### src/rtl/dump_sequencer_if.sv
// dump_sequencer_if: scheduler request/ack plus dump-state mux and state RAM write port
interface dump_sequencer_if #(
    parameter int CH_ADDR_W = 5
);
    logic                   dump_en;
    logic [3:0]             dump_req;
    logic [4*CH_ADDR_W-1:0] logical_ch;
    logic [1:0]             physical_channel_index;
    logic [4:0]             state_addr;
    logic [31:0]            state_d4wt;
    logic                   state_we;
    logic [CH_ADDR_W+4:0]   state_waddr;
    logic [31:0]            state_wdata;
    logic [3:0]             dump_ack;
    logic                   busy;

    modport master (
        input  dump_en, dump_req, logical_ch, state_d4wt,
        output physical_channel_index, state_addr, state_we, state_waddr, state_wdata, dump_ack, busy
    );

    modport slave (
        output dump_en, dump_req, logical_ch, state_d4wt,
        input  physical_channel_index, state_addr, state_we, state_waddr, state_wdata, dump_ack, busy
    );
endinterface

### src/rtl/dump_sequencer.sv
// dump_sequencer: round-robin dump of correlator channel state words into the channel state memory
module dump_sequencer #(
    parameter int CH_ADDR_W = 5
) (
    input logic              clk,
    input logic              rst,
    dump_sequencer_if.master bus
);
    typedef enum logic [1:0] {IDLE, ISSUE, DRAIN} state_t;

    state_t                 state;
    state_t                 state_n;
    logic [3:0]             pending;
    logic [3:0]             grant_oh;
    logic [1:0]             rr;
    logic [1:0]             grant_ch;
    logic                   grant;
    logic [1:0]             pci;
    logic [CH_ADDR_W-1:0]   lch;
    logic [4:0]             addr;
    logic [4:0]             addr_n;
    logic                   we;
    logic [CH_ADDR_W+4:0]   waddr;

    // Arbiter: lowest offset from rr among pending channels wins (loop runs downward so it lands last)
    always_comb begin
        grant_ch = rr;
        for (int i = 3; i >= 0; i--)
            if (pending[rr + 2'(i)]) grant_ch = rr + 2'(i);
        grant    = state == IDLE && bus.dump_en && |pending;
        grant_oh = grant ? 4'b0001 << grant_ch : 4'b0000;
    end

    // Next state and next word select; word 14 is not part of the dumped state
    always_comb begin
        state_n = state;
        addr_n  = 5'd0;
        case (state)
            IDLE: begin
                if (grant) begin
                    state_n = ISSUE;
                    addr_n  = 5'd6;
                end
            end
            ISSUE: begin
                if (addr == 5'd16) state_n = DRAIN;
                else addr_n = addr == 5'd13 ? 5'd15 : addr + 5'd1;
            end
            DRAIN:   state_n = IDLE;
            default: state_n = IDLE;
        endcase
    end

    // FSM, pending set/clear and word select; a request in the grant cycle keeps its bit set
    always_ff @(posedge clk) begin
        if (rst) begin
            state   <= IDLE;
            pending <= 4'b0000;
            addr    <= 5'd0;
        end else begin
            state   <= state_n;
            pending <= (pending & ~grant_oh) | bus.dump_req;
            addr    <= addr_n;
        end
    end

    // Grant latches: channel select, logical channel and round-robin pointer move only on grant
    always_ff @(posedge clk) begin
        if (rst) begin
            rr  <= 2'd0;
            pci <= 2'd0;
            lch <= '0;
        end else if (grant) begin
            rr  <= grant_ch + 2'd1;
            pci <= grant_ch;
            lch <= bus.logical_ch[grant_ch*CH_ADDR_W +: CH_ADDR_W];
        end
    end

    // Write path lags the word select by one cycle to line up with the mux output
    always_ff @(posedge clk) begin
        if (rst) begin
            we    <= 1'b0;
            waddr <= '0;
        end else begin
            we    <= state == ISSUE;
            waddr <= {lch, addr};
        end
    end

    assign bus.physical_channel_index = pci;
    assign bus.state_addr             = addr;
    assign bus.state_we               = we;
    assign bus.state_waddr            = waddr;
    assign bus.state_wdata            = bus.state_d4wt;
    assign bus.dump_ack               = state == DRAIN ? 4'b0001 << pci : 4'b0000;
    assign bus.busy                   = state != IDLE;
endmodule

### src/flat_wrapper.sv
// flat-port wrapper written by rule: the top's interface ports become plain ports
module dump_sequencer_flat 
#(
    parameter int CH_ADDR_W = 5
)
  (clk, rst, bus_dump_en, bus_dump_req, bus_logical_ch, bus_state_d4wt, bus_physical_channel_index, bus_state_addr, bus_state_we, bus_state_waddr, bus_state_wdata, bus_dump_ack, bus_busy);
  dump_sequencer_if #(.CH_ADDR_W(CH_ADDR_W)) bus_i ();
  input logic clk;
  input logic rst;
  input wire logic [$bits(bus_i.dump_en)-1:0] bus_dump_en;
  input wire logic [$bits(bus_i.dump_req)-1:0] bus_dump_req;
  input wire logic [$bits(bus_i.logical_ch)-1:0] bus_logical_ch;
  input wire logic [$bits(bus_i.state_d4wt)-1:0] bus_state_d4wt;
  output wire logic [$bits(bus_i.physical_channel_index)-1:0] bus_physical_channel_index;
  output wire logic [$bits(bus_i.state_addr)-1:0] bus_state_addr;
  output wire logic [$bits(bus_i.state_we)-1:0] bus_state_we;
  output wire logic [$bits(bus_i.state_waddr)-1:0] bus_state_waddr;
  output wire logic [$bits(bus_i.state_wdata)-1:0] bus_state_wdata;
  output wire logic [$bits(bus_i.dump_ack)-1:0] bus_dump_ack;
  output wire logic [$bits(bus_i.busy)-1:0] bus_busy;
  assign bus_i.dump_en = bus_dump_en;
  assign bus_i.dump_req = bus_dump_req;
  assign bus_i.logical_ch = bus_logical_ch;
  assign bus_i.state_d4wt = bus_state_d4wt;
  assign bus_physical_channel_index = bus_i.physical_channel_index;
  assign bus_state_addr = bus_i.state_addr;
  assign bus_state_we = bus_i.state_we;
  assign bus_state_waddr = bus_i.state_waddr;
  assign bus_state_wdata = bus_i.state_wdata;
  assign bus_dump_ack = bus_i.dump_ack;
  assign bus_busy = bus_i.busy;
  dump_sequencer #(.CH_ADDR_W(CH_ADDR_W)) u_core (.clk(clk), .rst(rst), .bus(bus_i));
endmodule
### config.mk
export PLATFORM = sky130hd
export DESIGN_NAME = dump_sequencer_flat
export DESIGN_NICKNAME = d
export VERILOG_FILES = /design/src/rtl/dump_sequencer_if.sv /design/src/rtl/dump_sequencer.sv /design/src/flat_wrapper.sv
export SDC_FILE = /design/constraint.sdc
export NUM_CORES = 1
export LEC_CHECK = 0
export ABC_AREA = 1
export CORE_ASPECT_RATIO = 1.5
export CORE_UTILIZATION = 40
export DETAILED_ROUTE_END_ITERATION = 10
export GPL_ROUTABILITY_DRIVEN = 0
export GPL_TIMING_DRIVEN = 0
export PLACE_DENSITY = 0.85
export SLEW_MARGIN = 5
export SYNTH_ARGS = -nofsm -noshare
export SYNTH_HDL_FRONTEND = slang
export SYNTH_SLANG_ARGS = --single-unit
### constraint.sdc
create_clock -name clk -period 5.1 [get_ports clk]
set_clock_uncertainty 0.2 [all_clocks]
set_input_delay 1.275 -clock clk [delete_from_list [all_inputs] [get_ports clk]]
set_output_delay 1.275 -clock clk [all_outputs]
set_load 0.02 [all_outputs]
==> results of run 1 <==
power by group through the flow:
stage / Clock, mW / Combinational, mW / Sequential [mW]
after CTS: 0.173 / 0.451 / 0.285
after global routing: 0.183 / 0.498 / 0.288
after global placement: 0 / 0.440 / 0.289
after floorplan: 0 / 0.314 / 0.300
final: 0.170 / 0.449 / 0.285
after detailed placement: 0 / 0.450 / 0.290
how the worst max path moves through the flow:
| stage | startpoint | endpoint | slack (ns) | depth (start not counted) |
|---|---|---|---|---|
| finish | bus_state_d4wt[13] | bus_state_wdata[13] | 1.67 | 2 |
| global route | bus_state_d4wt[13] | bus_state_wdata[13] | 1.65 | 2 |
| CTS | bus_state_d4wt[13] | bus_state_wdata[13] | 1.66 | 2 |
| detailed placement | bus_state_d4wt[13] | bus_state_wdata[13] | 1.67 | 2 |
| global placement | bus_state_d4wt[13] | bus_state_wdata[13] | 1.67 | 2 |
| floorplan | bus_state_d4wt[0] | bus_state_wdata[0] | 2.22 | 1 |
per-layer routing:
metal / vias to the layer above / share of wire [%] / global-route usage (%)
li1: 974 / - / -
met1: 833 / 37 / 19.50
met2: 85 / 54 / 37.51
met3: 11 / 6.7 / 3.469
met4: 0 / 2.1 / 9.307
met5: - / 0 / 0
kinds of logic (layout without fill, tap and decap cells):
logic type / after synthesis / in the layout / share of synthesized area (%)
simple gates: 131 / 131 / 34.22
xor+xnor: 2 / 2 / 0.9323
compound gates: 20 / 20 / 5.392
buf+inv: 81 / 167 / 24.43
fa+ha+maj: 3 / 3 / 1.998
flops: 31 / 31 / 33.02
per-stage QoR:
| stage | util [%] | std cells | hold WS [ns] |
|---|---|---|---|
| 5_1_grt | 62.44 | 402 | 0.2591 |
| 6_report | 62.44 | 402 | 0.2337 |
| 3_3_place_gp | 60.83 | 396 | 0.2221 |
| 3_5_place_dp | 60.83 | 396 | 0.2293 |
| 4_1_cts | 62.44 | 402 | 0.2400 |
| 2_1_floorplan | - | 268 | 0.2100 |
layout make-up:
type                       count  area, sq um  area share (%)
sequential                    31        620.6           22.06
inverter                      42        165.2           5.872
tap                           48        60.06           2.135
multi-input combinational    156        799.5           28.43
clock buffer                   6        72.57           2.580
buffer                        39        294.0           10.45
timing repair buffer          80        800.8           28.47
sequential cells by signal (all words and copies together) (netlist names):
register,count
u_core.rr,2
u_core.bus.state_we,1
u_core.lch,5
u_core.bus.physical_channel_index,2
u_core.bus.state_waddr,10
u_core.state,2
u_core.bus.state_addr,5
u_core.pending,4
cells in the mapped netlist, types with 3 or more instances:
cell	instances	share of area (%)
o21ai_0	3	0.80
nor2_2	4	1.3
buf_4	33	13
nand2_2	8	2.7
dfxtp_1	31	33
clkbuf_1	3	0.60
nand2_4	3	1.8
ha_1	3	2.0
nand4_1	11	3.7
inv_1	37	7.4
nor3_1	6	1.6
a21oi_1	15	4.0
inv_2	3	0.60
nand2_1	45	9.0
nor2_1	35	7.0
nand3_1	14	3.7
tightest hold or removal path, stage by stage (launching register included):
cell and delay (ns):
dfxtp_1 0.29, inv_1 0.06, nor2_1 0.04
==> results_dict.tcl, run 1 <==
set metrics [dict create \
    cts_num_sinks 31 \
    htree_levels 2 \
    worst_pin_slew_ns 0.4597 \
    worstReg2RegStart "u_core.rr[0]$_SDFFE_PP0P_" \
    switchingPower_mw 0.3560 \
    initial_utilization_pct 41.72 \
    postCtsResizedCells 0 \
    drt-total-wl_mm 4.633 \
    yosysWarnings 0 \
    fin_nets 417 \
    ff2ff_path_depth 16 \
    yosysSeqAreaShare_pct 33.02 \
    peakVddDrop_mv 0.1837 \
    via_per_inst 4.734 \
    min_path_type "reg2reg" \
    critPathLaunchType "input port" \
    rows 30 \
    cts_tree "yes" \
    drv_slew 0 \
    post_cts_buffers 0 \
    cts.path.max_buffers 2 \
    syn_area_sq_mm 0.001879 \
    synth_cell_types 28 \
    final_min_period_over_clock_period_pct 67.28 \
    pin_count 114 \
    synthCells 268 \
    ant_nets 0 \
    final_cell_mix "clkdlybuf4s50_1, nand2_1, inv_1, nor2_1, buf_4" \
    cts_buffers 5 \
    internal-power_mw 0.5475 \
    violations "design-rule violations" \
    crit_path_end_kind "output port" \
    min_to "u_core.bus.state_waddr[7]$_SDFF_PP0_" \
    grt_pass1_wl_mm 7.624 \
    port_buffers 80 \
    areaGrowthSynthToFinish_pct 49.67 \
    min_from "u_core.lch[2]$_SDFFE_PP0P_" \
    ff2ff_setup_slack_ns 3.08 \
    synth-edff-count 0 \
    grt_pass1_vias 1954 \
    die_x_um 57.97 \
    power.total_mw 0.9035 \
    hpwl_mm 3.756 \
    setup_slack_ns 1.669 \
    cts_root_buffer "clkbuf_8" \
    cp_slowest_cell "clkdlybuf4s50_1" \
    syn_area_per_cell_sq_um 7.012 \
    drt_pass1_iterations 7 \
    antenna_found_initial 0 \
    critPathBufInv 2 \
    required_ns 3.62 \
    die_y_um 85.95 \
    drcViolationCount 7 \
    clockPowerShare_pct 18.8 \
    max_freq_mhz 291.4 \
    fin_area_sq_mm 0.002813 \
    hold_buffers 0 \
    dp_slack_ns 1.666 \
    worstPathArrival_ns 1.96 \
    tns_ns 0 \
    hold_viol_final 0 \
    crit_family "buffers and inverters" \
    cp_max_fo 1 \
    ys.flop_type "dfxtp_1" \
    final_common_cell "clkdlybuf4s50_1" \
    ys_ff_latch 31 \
    cellPowerDensity_mw_per_mm2 321.2 \
    dr.first_iter.drc_count 56 \
    worst_r2r_endpoint "u_core.lch[2]$_SDFFE_PP0P_" \
    fp.dieArea_sq_mm 0.004982 \
    setup_violations 0 \
    wl_per_cell_um 11.52 \
    p_leak_nw 1.282 \
    clk_latency_ns 0.27 \
    async_flop_share_pct 0 \
    num-fill-cells 413 \
    min_path_cells 2 \
    sequentialPowerShare_pct 31.6 \
    relSlewSlack_pct 69.35 \
    period_needed_ns 3.431 \
    vias 1903 \
    sw_frac_of_total_pct 39.40 \
    grt_start_max_net_pins 11 \
    critPathKind "in2out" \
    drive_gt1_share_pct 17.80 \
    post_dp_cell_area_sq_mm 0.002740 \
    comb_power_share_pct 49.7 \
    status "finished with violations" \
    n_antenna_cell 0 \
    core_sq_mm 0.004504 \
    max_stage_delay_ns 0.60 \
    cp_cell_sequence "buf_4 -> clkdlybuf4s50_1" \
    path_clk_slew_ns 0.05 \
    overflow 0 \
    rsz0062_at_grt "no" \
    grt_usage_pct 19.54 \
    synth.net_count 330 \
    drv_cap 0 \
]
(Power assumes the default switching activity.)
==> run 2: changes to the inputs <==
Settings changed: CORE_UTILIZATION 40 to 34, PLACE_DENSITY 0.85 to 0.77.
Clock period 5.1 ns to 3 ns, I/O delays scaled along.
==> results_dict.tcl, run 2 (synthesis gave the netlist of run 1 again) <==
set metrics [dict create \
    hold_slack_ns 0.2347 \
    overflow 0 \
    worstPathArrival_ns 1.61 \
    power.total_mw 1.594 \
    drv_slew 0 \
    num-fill-cells 488 \
    final_cell_mix "clkdlybuf4s50_1, nand2_1, inv_1, nor2_1, buf_4" \
    final_min_period_over_clock_period_pct 85.24 \
    rows 32 \
    drv_cap 0 \
    setup_violations 0 \
    max_freq_mhz 391.0 \
    grt_pass1_wl_mm 7.272 \
    cp_slowest_cell "clkdlybuf4s50_1" \
    cp_max_fo 4 \
    ff2ff_setup_slack_ns 0.97 \
    period_needed_ns 2.557 \
    die_y_um 93.06 \
    critPathLaunchType "register" \
    core_sq_mm 0.005245 \
    min_from "u_core.lch[0]$_SDFFE_PP0P_" \
    worst_pin_slew_ns 0.4593 \
    cts_root_buffer "clkbuf_8" \
    antenna_found_initial 0 \
    hpwl_mm 3.612 \
    grt_start_max_net_pins 11 \
    layout.area.seq_sq_um 620.6 \
    rsz0062_at_grt "no" \
    ant_nets 0 \
    critPathKind "reg2out" \
    worstReg2RegStart "u_core.rr[0]$_SDFFE_PP0P_" \
    pin_count 114 \
    cellPowerDensity_mw_per_mm2 556.2 \
    grt_usage_pct 15.85 \
    die_x_um 62.71 \
    final_common_cell "clkdlybuf4s50_1" \
    crit_family "buffers and inverters" \
    drt-total-wl_mm 4.470 \
    n_antenna_cell 0 \
    cts_num_sinks 31 \
    tns_ns 0 \
    critPathBufInv 2 \
    hold_viol_final 0 \
    status "finished clean" \
    drt_pass1_iterations 5 \
    post_cts_buffers 0 \
    vias 1891 \
    cp_cell_sequence "inv_1 -> nand2_1 -> nor3_1 -> clkdlybuf4s50_1" \
    min_path_type "reg2reg" \
    min_path_cells 2 \
    max_stage_delay_ns 0.65 \
    fin_nets 417 \
    post-route-util_pct 54.63 \
    crit_path_end_kind "output port" \
    dr.first_iter.drc_count 60 \
    areaGrowthSynthToFinish_pct 52.46 \
    path_clk_slew_ns 0.06 \
    final_cells 424 \
    multiInputGateArea_sq_um 799.5 \
    wl_per_cell_um 10.54 \
    cts_buffers 5 \
    min_to "u_core.bus.state_waddr[5]$_SDFF_PP0_" \
    worst_r2r_endpoint "u_core.lch[1]$_SDFFE_PP0P_" \
    cts.path.max_buffers 2 \
    via_per_inst 4.460 \
    port_buffers 80 \
    largest_reg_flops 10 \
    placed_cells_incl_taps 416 \
    ff2ff_path_depth 15 \
    grt_pass1_vias 1739 \
    initial_utilization_pct 35.83 \
    postCtsResizedCells 0 \
    fp.dieArea_sq_mm 0.005835 \
    hold_buffers 0 \
    drcViolationCount 0 \
    p_leak_nw 1.296 \
    required_ns 2.05 \
    cts_tree "yes" \
    clk_latency_ns 0.28 \
    relSlewSlack_pct 69.38 \
    htree_levels 2 \
    drive_gt1_share_pct 18.26 \
    peakVddDrop_mv 0.2727 \
]
run 2: area by class of cell:
type                            instances  area share [%]
Inverter                               42           5.764
Multi-Input combinational cell        156           27.90
Sequential cell                        31           21.66
Timing Repair Buffer                   80           27.95
Tap cell                               68           2.969
Buffer                                 39           10.26
Clock buffer                            8           3.493
run 2: worst max-delay path by stage:
stage / startpoint / to / depth (start not counted)
5_1_grt: u_core.state[0]$_SDFFE_PP0P_ / bus_dump_ack[2] / 4
6_report: u_core.state[0]$_SDFFE_PP0P_ / bus_dump_ack[0] / 4
3_5_place_dp: bus_state_d4wt[12] / bus_state_wdata[12] / 2
4_1_cts: u_core.bus.physical_channel_index[1]$_SDFFE_PP0P_ / bus_dump_ack[2] / 3
2_1_floorplan: u_core.bus.physical_channel_index[0]$_SDFFE_PP0P_ / bus_dump_ack[1] / 2
3_3_place_gp: bus_state_d4wt[22] / bus_state_wdata[22] / 2
run 2: routing by layer:
| layer | share of wire (%) | vias to the layer above | routed length (um) | GRT usage, % |
|---|---|---|---|---|
| li1 | - | 970 | - | - |
| met2 | 52 | 98 | 2341 | 31.07 |
| met3 | 7.1 | 8 | 319 | 3.780 |
| met5 | 0 | - | 0 | 0 |
| met1 | 38 | 815 | 1704 | 15.03 |
| met4 | 2.3 | 0 | 105 | 7.752 |
run 2: tightest hold or removal path: stages (launching register included):
cell	delay [ns]
dfxtp_1	0.30
inv_1	0.06
nor2_1	0.04
run 2: report_power, final:
part	total, mW	switching, mW	internal (mW)
combinational	0.758	0.437	0.321
sequential	0.485	0.0287	0.456
clock	0.351	0.142	0.209
run 2: metrics by stage:
stage | setup slack, ns | area (sq um)
2_1_floorplan | 0.9747 | 1879
3_3_place_gp | 0.6261 | 2765
3_5_place_dp | 0.6245 | 2765
4_1_cts | 0.3804 | 2865
5_1_grt | 0.3132 | 2865
6_report | 0.4427 | 2865
==> run 3: changes to the inputs <==
Settings changed: CORE_MARGIN set to 2, SLEW_MARGIN 5 to not set.
==> results_dict.tcl, run 3 (synthesis gave the netlist of run 1 again) <==
set metrics [dict create \
    fp.dieArea_sq_mm 0.006151 \
    areaGrowthSynthToFinish_pct 52.60 \
    min_from "u_core.lch[3]$_SDFFE_PP0P_" \
    drt_pass1_iterations 4 \
    rsz0062_at_grt "no" \
    dr.first_iter.drc_count 36 \
    grt_pass1_vias 1798 \
    htree_levels 2 \
    worst_pin_slew_ns 0.4639 \
    peakVddDrop_mv 0.2824 \
    port_buffers 80 \
    max_stage_delay_ns 0.67 \
    drv_slew 0 \
    hold_buffers 0 \
    crit_path_end_kind "output port" \
    setup_slack_ns 0.3327 \
    tns_ns 0 \
    largest_reg_flops 10 \
    cp_slowest_cell "clkdlybuf4s50_1" \
    path_depth 3 \
    fin_nets 417 \
    dp_slack_ns 0.6226 \
    worstPathArrival_ns 1.72 \
    drv_cap 0 \
    relSlewSlack_pct 69.07 \
    final_min_period_over_clock_period_pct 88.91 \
    cts_root_buffer "clkbuf_8" \
    worstReg2RegStart "u_core.rr[0]$_SDFFE_PP0P_" \
    period_needed_ns 2.667 \
    hpwl_mm 3.897 \
    cp_max_fo 5 \
    cp_cell_sequence "inv_1 -> nor3_1 -> clkdlybuf4s50_1" \
    grt_start_max_net_pins 11 \
    p_leak_nw 1.296 \
    drcViolationCount 0 \
    cts_num_sinks 31 \
    clk_latency_ns 0.28 \
    multiInputGateArea_sq_um 799.5 \
    drt-total-wl_mm 4.690 \
    setup.worst_path.start "u_core.bus.physical_channel_index[0]$_SDFFE_PP0P_" \
    antenna_found_initial 0 \
    ant_nets 0 \
    final_cell_mix "clkdlybuf4s50_1, nand2_1, inv_1, nor2_1, buf_4" \
    min_path_cells 2 \
    die_y_um 95.06 \
    overflow 0 \
    status "finished clean" \
    grt_pass1_wl_mm 7.452 \
    required_ns 2.05 \
    cts.path.max_buffers 2 \
    rows 33 \
    vias 1886 \
    hold_viol_final 0 \
    critPathBufInv 2 \
    via_per_inst 4.427 \
    ff2ff_path_depth 16 \
    num-fill-cells 526 \
    grt_usage_pct 15.68 \
    postCtsResizedCells 0 \
    layout.area.seq_sq_um 620.6 \
    crit_family "buffers and inverters" \
    cts_tree "yes" \
    cellPowerDensity_mw_per_mm2 553.8 \
    pin_count 114 \
    worst_r2r_endpoint "u_core.lch[1]$_SDFFE_PP0P_" \
    die_x_um 64.71 \
    cts_buffers 5 \
    ff2ff_setup_slack_ns 1.01 \
    min_to "u_core.bus.state_waddr[8]$_SDFF_PP0_" \
    initial_utilization_pct 34.74 \
    drive_gt1_share_pct 18.26 \
    n_antenna_cell 0 \
    final_common_cell "clkdlybuf4s50_1" \
    critPathKind "reg2out" \
    post_cts_buffers 0 \
    min_path_type "reg2reg" \
    core_sq_mm 0.005409 \
    max_freq_mhz 374.9 \
    critPathLaunchType "register" \
    path_clk_slew_ns 0.06 \
    wl_per_cell_um 11.01 \
    setup_violations 0 \
]
run 3: worst reg2reg max path, stage by stage (launching register included):
cell,delay [ns]
dfxtp_1,0.31
buf_6,0.14
inv_8,0.08
nand2_2,0.06
nand2_2,0.06
nand2_1,0.06
nand2_1,0.08
inv_2,0.04
nand2_4,0.08
nand2_4,0.05
nand2_4,0.11
nand2_8,0.09
buf_12,0.15
nand3_1,0.06
nand3_1,0.07
nor2_1,0.17
nor2_1,0.06
run 3: stage by stage:
step / power [mW] / instance area [sq um] / utilization (%) / instances / hold WS [ns]
final: 1.588 / 2868 / 53.02 / 426 / 0.2290
after global routing: 1.703 / 2868 / 53.02 / 426 / 0.2561
after CTS: 1.606 / 2868 / 53.02 / 426 / 0.2312
after detailed placement: 1.252 / 2768 / 51.17 / 418 / 0.2231
after global placement: 1.244 / 2768 / 51.17 / 418 / 0.2228
after floorplan: 1.043 / 1879 / - / 268 / 0.2100
run 3: metal layers:
| metal | part of all wire, % | wire (um) | track usage [%] |
|---|---|---|---|
| met2 | 54 | 2533 | 30.76 |
| met5 | 0 | 0 | 0 |
| met1 | 36 | 1697 | 14.89 |
| met3 | 7.8 | 364 | 4.723 |
| met4 | 2.0 | 94 | 6.028 |
run 3: cell type report:
class | instances | area share (%)
buffer | 39 | 10.25
clock buffer | 8 | 3.490
inverter | 42 | 5.759
multi-input combinational | 156 | 27.88
sequential | 31 | 21.64
tap | 70 | 3.054
timing repair buffer | 80 | 27.92
run 3: report_power, final:
| part | internal, mW | switching (mW) |
|---|---|---|
| clock | 0.209 | 0.143 |
| combinational | 0.321 | 0.432 |
| sequential | 0.456 | 0.0284 |
| total | 0.986 | 0.603 |
run 3: how the worst max path moves through the flow:
| stage | end | slack, ns |
|---|---|---|
| after floorplan | bus_dump_ack[1] | 0.97 |
| after detailed placement | bus_state_wdata[3] | 0.62 |
| after global placement | bus_state_wdata[0] | 0.62 |
| after global routing | bus_dump_ack[3] | 0.25 |
| after CTS | bus_dump_ack[3] | 0.30 |
| final | bus_dump_ack[3] | 0.33 |
